===== config.mk =====
export PLATFORM = sky130hd
export DESIGN_NAME = regfile_param_clr
export DESIGN_NICKNAME = d
export VERILOG_FILES = /design/src/rtl/regfile_param_clr.sv
export SDC_FILE = /design/constraint.sdc
export NUM_CORES = 2
export LEC_CHECK = 0
export CAP_MARGIN = 30
export CORE_UTILIZATION = 50
export CTS_BUF_LIST = sky130_fd_sc_hd__clkbuf_16
export DETAILED_ROUTE_END_ITERATION = 10
export DONT_BUFFER_PORTS = 1
export GPL_TIMING_DRIVEN = 1
export PLACE_DENSITY = 0.71
export SLEW_MARGIN = 20
export SYNTH_ARGS = -nofsm -noshare
export SYNTH_HDL_FRONTEND = slang
export SYNTH_SLANG_ARGS = --single-unit

===== constraint.sdc =====
create_clock -name clk -period 10 [get_ports clk]
set_clock_uncertainty 0.15 [all_clocks]
set_input_delay 2.5 -clock clk [delete_from_list [all_inputs] [get_ports clk]]
set_output_delay 2.5 -clock clk [all_outputs]
set_load 0.01 [all_outputs]

===== src/rtl/regfile_param_clr.sv =====
// Parametrised register file: two registered read ports, one write port,
// optional hardwired-zero entry and write-to-read bypass, and a one-entry-per-cycle bulk clear.
module regfile_param_clr #(
    parameter int DATA_W   = 32,
    parameter int ADDR_W   = 5,
    parameter int ZERO_REG = 1,
    parameter int BYPASS   = 1
) (
    input  logic              clk,
    input  logic              rst,
    input  logic [ADDR_W-1:0] read1,
    input  logic [ADDR_W-1:0] read2,
    input  logic [ADDR_W-1:0] write_reg,
    input  logic [DATA_W-1:0] write_data,
    input  logic              RegWrite,
    input  logic              clear,
    output logic [DATA_W-1:0] data1,
    output logic [DATA_W-1:0] data2,
    output logic              busy
);

    localparam int DEPTH = 1 << ADDR_W;

    typedef enum logic {IDLE, CLEAR} state_t;

    state_t            state, state_nxt;
    logic [ADDR_W-1:0] ptr;
    logic [DATA_W-1:0] mem [DEPTH];
    logic              write_ok;
    logic [DATA_W-1:0] rd1_p0, rd2_p0;

    // Read resolution, highest priority first: sweep, zero entry, bypass, array.
    function automatic logic [DATA_W-1:0] read_sel(
        input logic              sweeping,
        input logic [ADDR_W-1:0] addr,
        input logic              wr_ok,
        input logic [ADDR_W-1:0] wr_addr,
        input logic [DATA_W-1:0] wr_data,
        input logic [DATA_W-1:0] stored
    );
        if (sweeping)
            return '0;
        else if ((ZERO_REG != 0) && (addr == '0))
            return '0;
        else if ((BYPASS != 0) && wr_ok && (wr_addr == addr))
            return wr_data;
        else
            return stored;
    endfunction

    always_ff @(posedge clk) begin
        if (!rst)
            state <= IDLE;
        else
            state <= state_nxt;
    end

    always_comb begin
        state_nxt = state;
        case (state)
            IDLE:    if (clear) state_nxt = CLEAR;
            CLEAR:   if (ptr == '1) state_nxt = IDLE;
            default: state_nxt = IDLE;
        endcase
    end

    always_comb begin
        busy = (state == CLEAR);
    end

    // Writes are blocked during the sweep; a dropped zero-entry write must not bypass either.
    assign write_ok = (state == IDLE) && RegWrite && !((ZERO_REG != 0) && (write_reg == '0));

    always_ff @(posedge clk) begin
        if (!rst)
            ptr <= '0;
        else if (state == CLEAR)
            ptr <= ptr + 1'b1;
        else
            ptr <= '0;
    end

    always_ff @(posedge clk) begin
        if (!rst) begin
            for (int i = 0; i < DEPTH; i++)
                mem[i] <= '0;
        end else if (state == CLEAR) begin
            mem[ptr] <= '0;
        end else if (write_ok) begin
            mem[write_reg] <= write_data;
        end
    end

    always_comb begin
        rd1_p0 = read_sel(busy, read1, write_ok, write_reg, write_data, mem[read1]);
        rd2_p0 = read_sel(busy, read2, write_ok, write_reg, write_data, mem[read2]);
    end

    // p0 -> registered read outputs
    always_ff @(posedge clk) begin
        if (!rst) begin
            data1 <= '0;
            data2 <= '0;
        end else begin
            data1 <= rd1_p0;
            data2 <= rd2_p0;
        end
    end

endmodule


==> impl_metrics.ini <==
[hold_path]
min_path_type = flop to flop
hold_depth = 2
worstHoldStart = ptr[2]

[floorplanning]
die_w_um = 335
row_count = 121
io_pins = 116
start_util_pct = 50.8
die_h_um = 335
core_region_area_um2 = 109000
die_area_um2 = 113000

[drt]
drtIter0Drc = 7137
avgViaCountPerCell = 6.92
dr.pass1.iters = 7
avgRoutedWirePerCell_um = 33.7
vias = 39200
wl_um = 191000
ant_nets = 0
drc = 0

[worst_setup_path]
cp.arrival_ns = 6.31
rrSetupSlack_ns = 5.17
reg2regPathDepth = 6
max_stage_delay_ns = 0.75
crit_fanout = 147
crit_slowest_cell = buf_16
regToRegStartpoint = busy
cpMostUsedCell = buf_16
cp_cell_sequence = buf_16 -> buf_16 -> buf_16 -> mux2i_1 -> a22oi_1 -> nand3_1 -> nand4_1 -> a21oi_1 -> a211oi_1
crit_type = input pin to flop
worstSetupEndpointType = flop
crit_path_start_kind = input pin
cp-startpoint = read1[0]
worst_ep_required_time_ns = 10.47

[power_and_ir_drop]
power.switching_mw = 2.64
seq_power_share_pct = 50.7
p_sw_share_pct = 25.4
p_comb_share_pct = 10.2
p_total_mw = 10.4
p_int_mw = 7.77
p_clk_share_pct = 39.1
p_per_area_nw_per_um2 = 173
peakVddDrop_v = 0.000161
leakagePower_nw = 20.8

[placement]
dp_hpwl_um = 119000
io_buffers = 0
postPlaceCellArea_um2 = 56400
routabilityCongestion = 0.953
place_inst = 5440
place_ws_ns = 3.34

[timing]
grt_setup_unrepaired = false
worstMarginPinSlew_ns = 2.18
max_freq_ghz = 0.171
hold_viol = 0
min_period_over_period_pct = 58.4
whs_ns = 0.579
tns_ns = 0
slew_headroom_pct = -45.4
min_period_ns = 5.84
slew_violations = 182
worst_slack_ns = 4.16
setup_viol = 0

[clock_network]
insertion_delay_ns = 0.72
clk_path_buf_depth = 3
cts.clk_slew.worst_paths_ns = 0.06
clock-sinks = 1094
cts_tree = done
root_buffer = clkbuf_16
cts_setup_buffers = 0
htree_num_levels = 3
holdBufCountCts = 0
cts_buffers = 111
ctsResizeCount = 0

[synth]
avgSynthCellArea_um2 = 12.9
synth.distinct_cells = 69
yosys_warnings = 0
netlist_area_um2 = 55600
ys_ff_latch = 1094
async_flop_share_pct = 0
postSynthCellCount = 4306
synthFlopType = edfxtp_1
yosysSeqAreaShare_pct = 57.8
synth_edf_count = 1024

[final_layout]
final_cells = 5669
fin_nets = 4147
mostFrequentLayoutCells = nor2_1, edfxtp_1, mux2i_1, mux4_2, a22oi_1
final_area_um2 = 60200
layout_commonest_cell = nor2_1
final_util_pct = 55.0
drive_gt1_share_pct = 15.5
area_growth_pct = 8.39

[status]
status = finished, violations left
violations = slew limit

[grt]
grt_pass1_vias = 37100
antenna_found_initial = 8
grt_start_max_net_pins = 392
grt_first_pass_wirelength_um = 270000
grt_usage_pct = 33.6
grt_overflow = 0

[flow_run]
maxCapViolCount = 0
[state kept, by name (all words and copies together) (netlist names)]
| register | count |
|---|---|
| mem | 1024 |
| data1 | 32 |
| data2 | 32 |
| ptr | 5 |
| busy | 1 |
[final timing paths]
check / end
worst max-delay path: data1[25]
worst min-delay path: ptr[2]
worst max register to register: mem[26][9]
worst min register to register: ptr[2]
[area by class of cell]
cell class | count | area [µm²]
repair buffers | 90 | 1080
clock inverters | 97 | 657
inverters | 10 | 37.5
diodes | 2 | 5.00
well taps | 1476 | 1850
clock buffers | 113 | 2830
fillers | 8769 | 49200
multi-input cells | 2787 | 21600
flip-flops and latches | 1094 | 32200
[power groups by stage]
| stage | sequential [mW] | clock (mW) | combinational [mW] |
|---|---|---|---|
| after floorplan | 5.33 | 0 | 0.697 |
| after global placement | 5.37 | 0 | 0.920 |
| after detailed placement | 5.38 | 0 | 0.943 |
| after CTS | 5.28 | 4.06 | 0.947 |
| after global routing | 5.30 | 4.23 | 1.07 |
| final | 5.28 | 4.07 | 1.06 |
[routing by layer]
layer | up-vias | part of all wire (%) | GRT usage (%)
li1 | 15900 | - | -
met5 | - | 0.13 | 1.17
met2 | 3191 | 43 | 49.0
met4 | 14 | 3.6 | 10.8
met1 | 19700 | 36 | 44.4
met3 | 495 | 17 | 15.2
[cells in the mapped netlist (all sizes together) (2+ instances only)]
| cell | number | area (µm²) |
|---|---|---|
| a2111oi | 2 | 17.5 |
| o21ai | 21 | 116 |
| a32oi | 9 | 78.8 |
| and2 | 20 | 125 |
| mux4 | 255 | 5740 |
| nor2b | 11 | 68.8 |
| mux2 | 36 | 462 |
| nor3 | 46 | 253 |
| or3 | 8 | 55.1 |
| dfxtp | 70 | 1400 |
| or2 | 2 | 12.5 |
| xnor2 | 6 | 52.6 |
| nor2 | 1052 | 3950 |
| o32ai | 14 | 138 |
| nand2 | 116 | 435 |
| a221oi | 46 | 409 |
| o22a | 3 | 26.3 |
| mux2i | 521 | 5220 |
| o211ai | 9 | 67.6 |
| a22oi | 226 | 1700 |
| clkbuf | 228 | 856 |
| a211o | 2 | 17.5 |
| and3 | 7 | 43.8 |
| o22ai | 33 | 206 |
| xor2 | 3 | 26.3 |
| a31oi | 3 | 25.0 |
| inv | 10 | 37.5 |
| nor4 | 4 | 25.0 |
| o31ai | 3 | 27.5 |
| ha | 2 | 25.0 |
| a22o | 40 | 350 |
| and3b | 2 | 17.5 |
| buf | 218 | 1310 |
| nand3 | 95 | 475 |
| edfxtp | 1024 | 30700 |
| a211oi | 55 | 413 |
| a21oi | 43 | 219 |
| nand2b | 11 | 68.8 |
| nand4 | 31 | 194 |
| nor3b | 4 | 30.0 |
| and4b | 2 | 20.0 |
[critical path, delay by kind of cell]
family          cells  cell delay, ns
buf+inv             3            1.86
mux                 1            0.18
simple gates        2            0.78
compound gates      3            0.74
[cells by family (layout without fill, tap and decap cells)]
kind of cell,count (synthesis),count (layout),synth area share (%)
AO/OA/AOI/OAI,518,518,7.01
XOR/XNOR,9,9,0.142
adder cells (fa/ha/maj),2,2,0.0450
buffers and inverters,456,310,3.96
flip-flops,1094,1094,57.8
multiplexers,812,812,20.5
other,1,34,0.00675
AND/OR/NAND/NOR,1414,1414,10.4
Note: power is estimated with default switching activity, not from simulation.
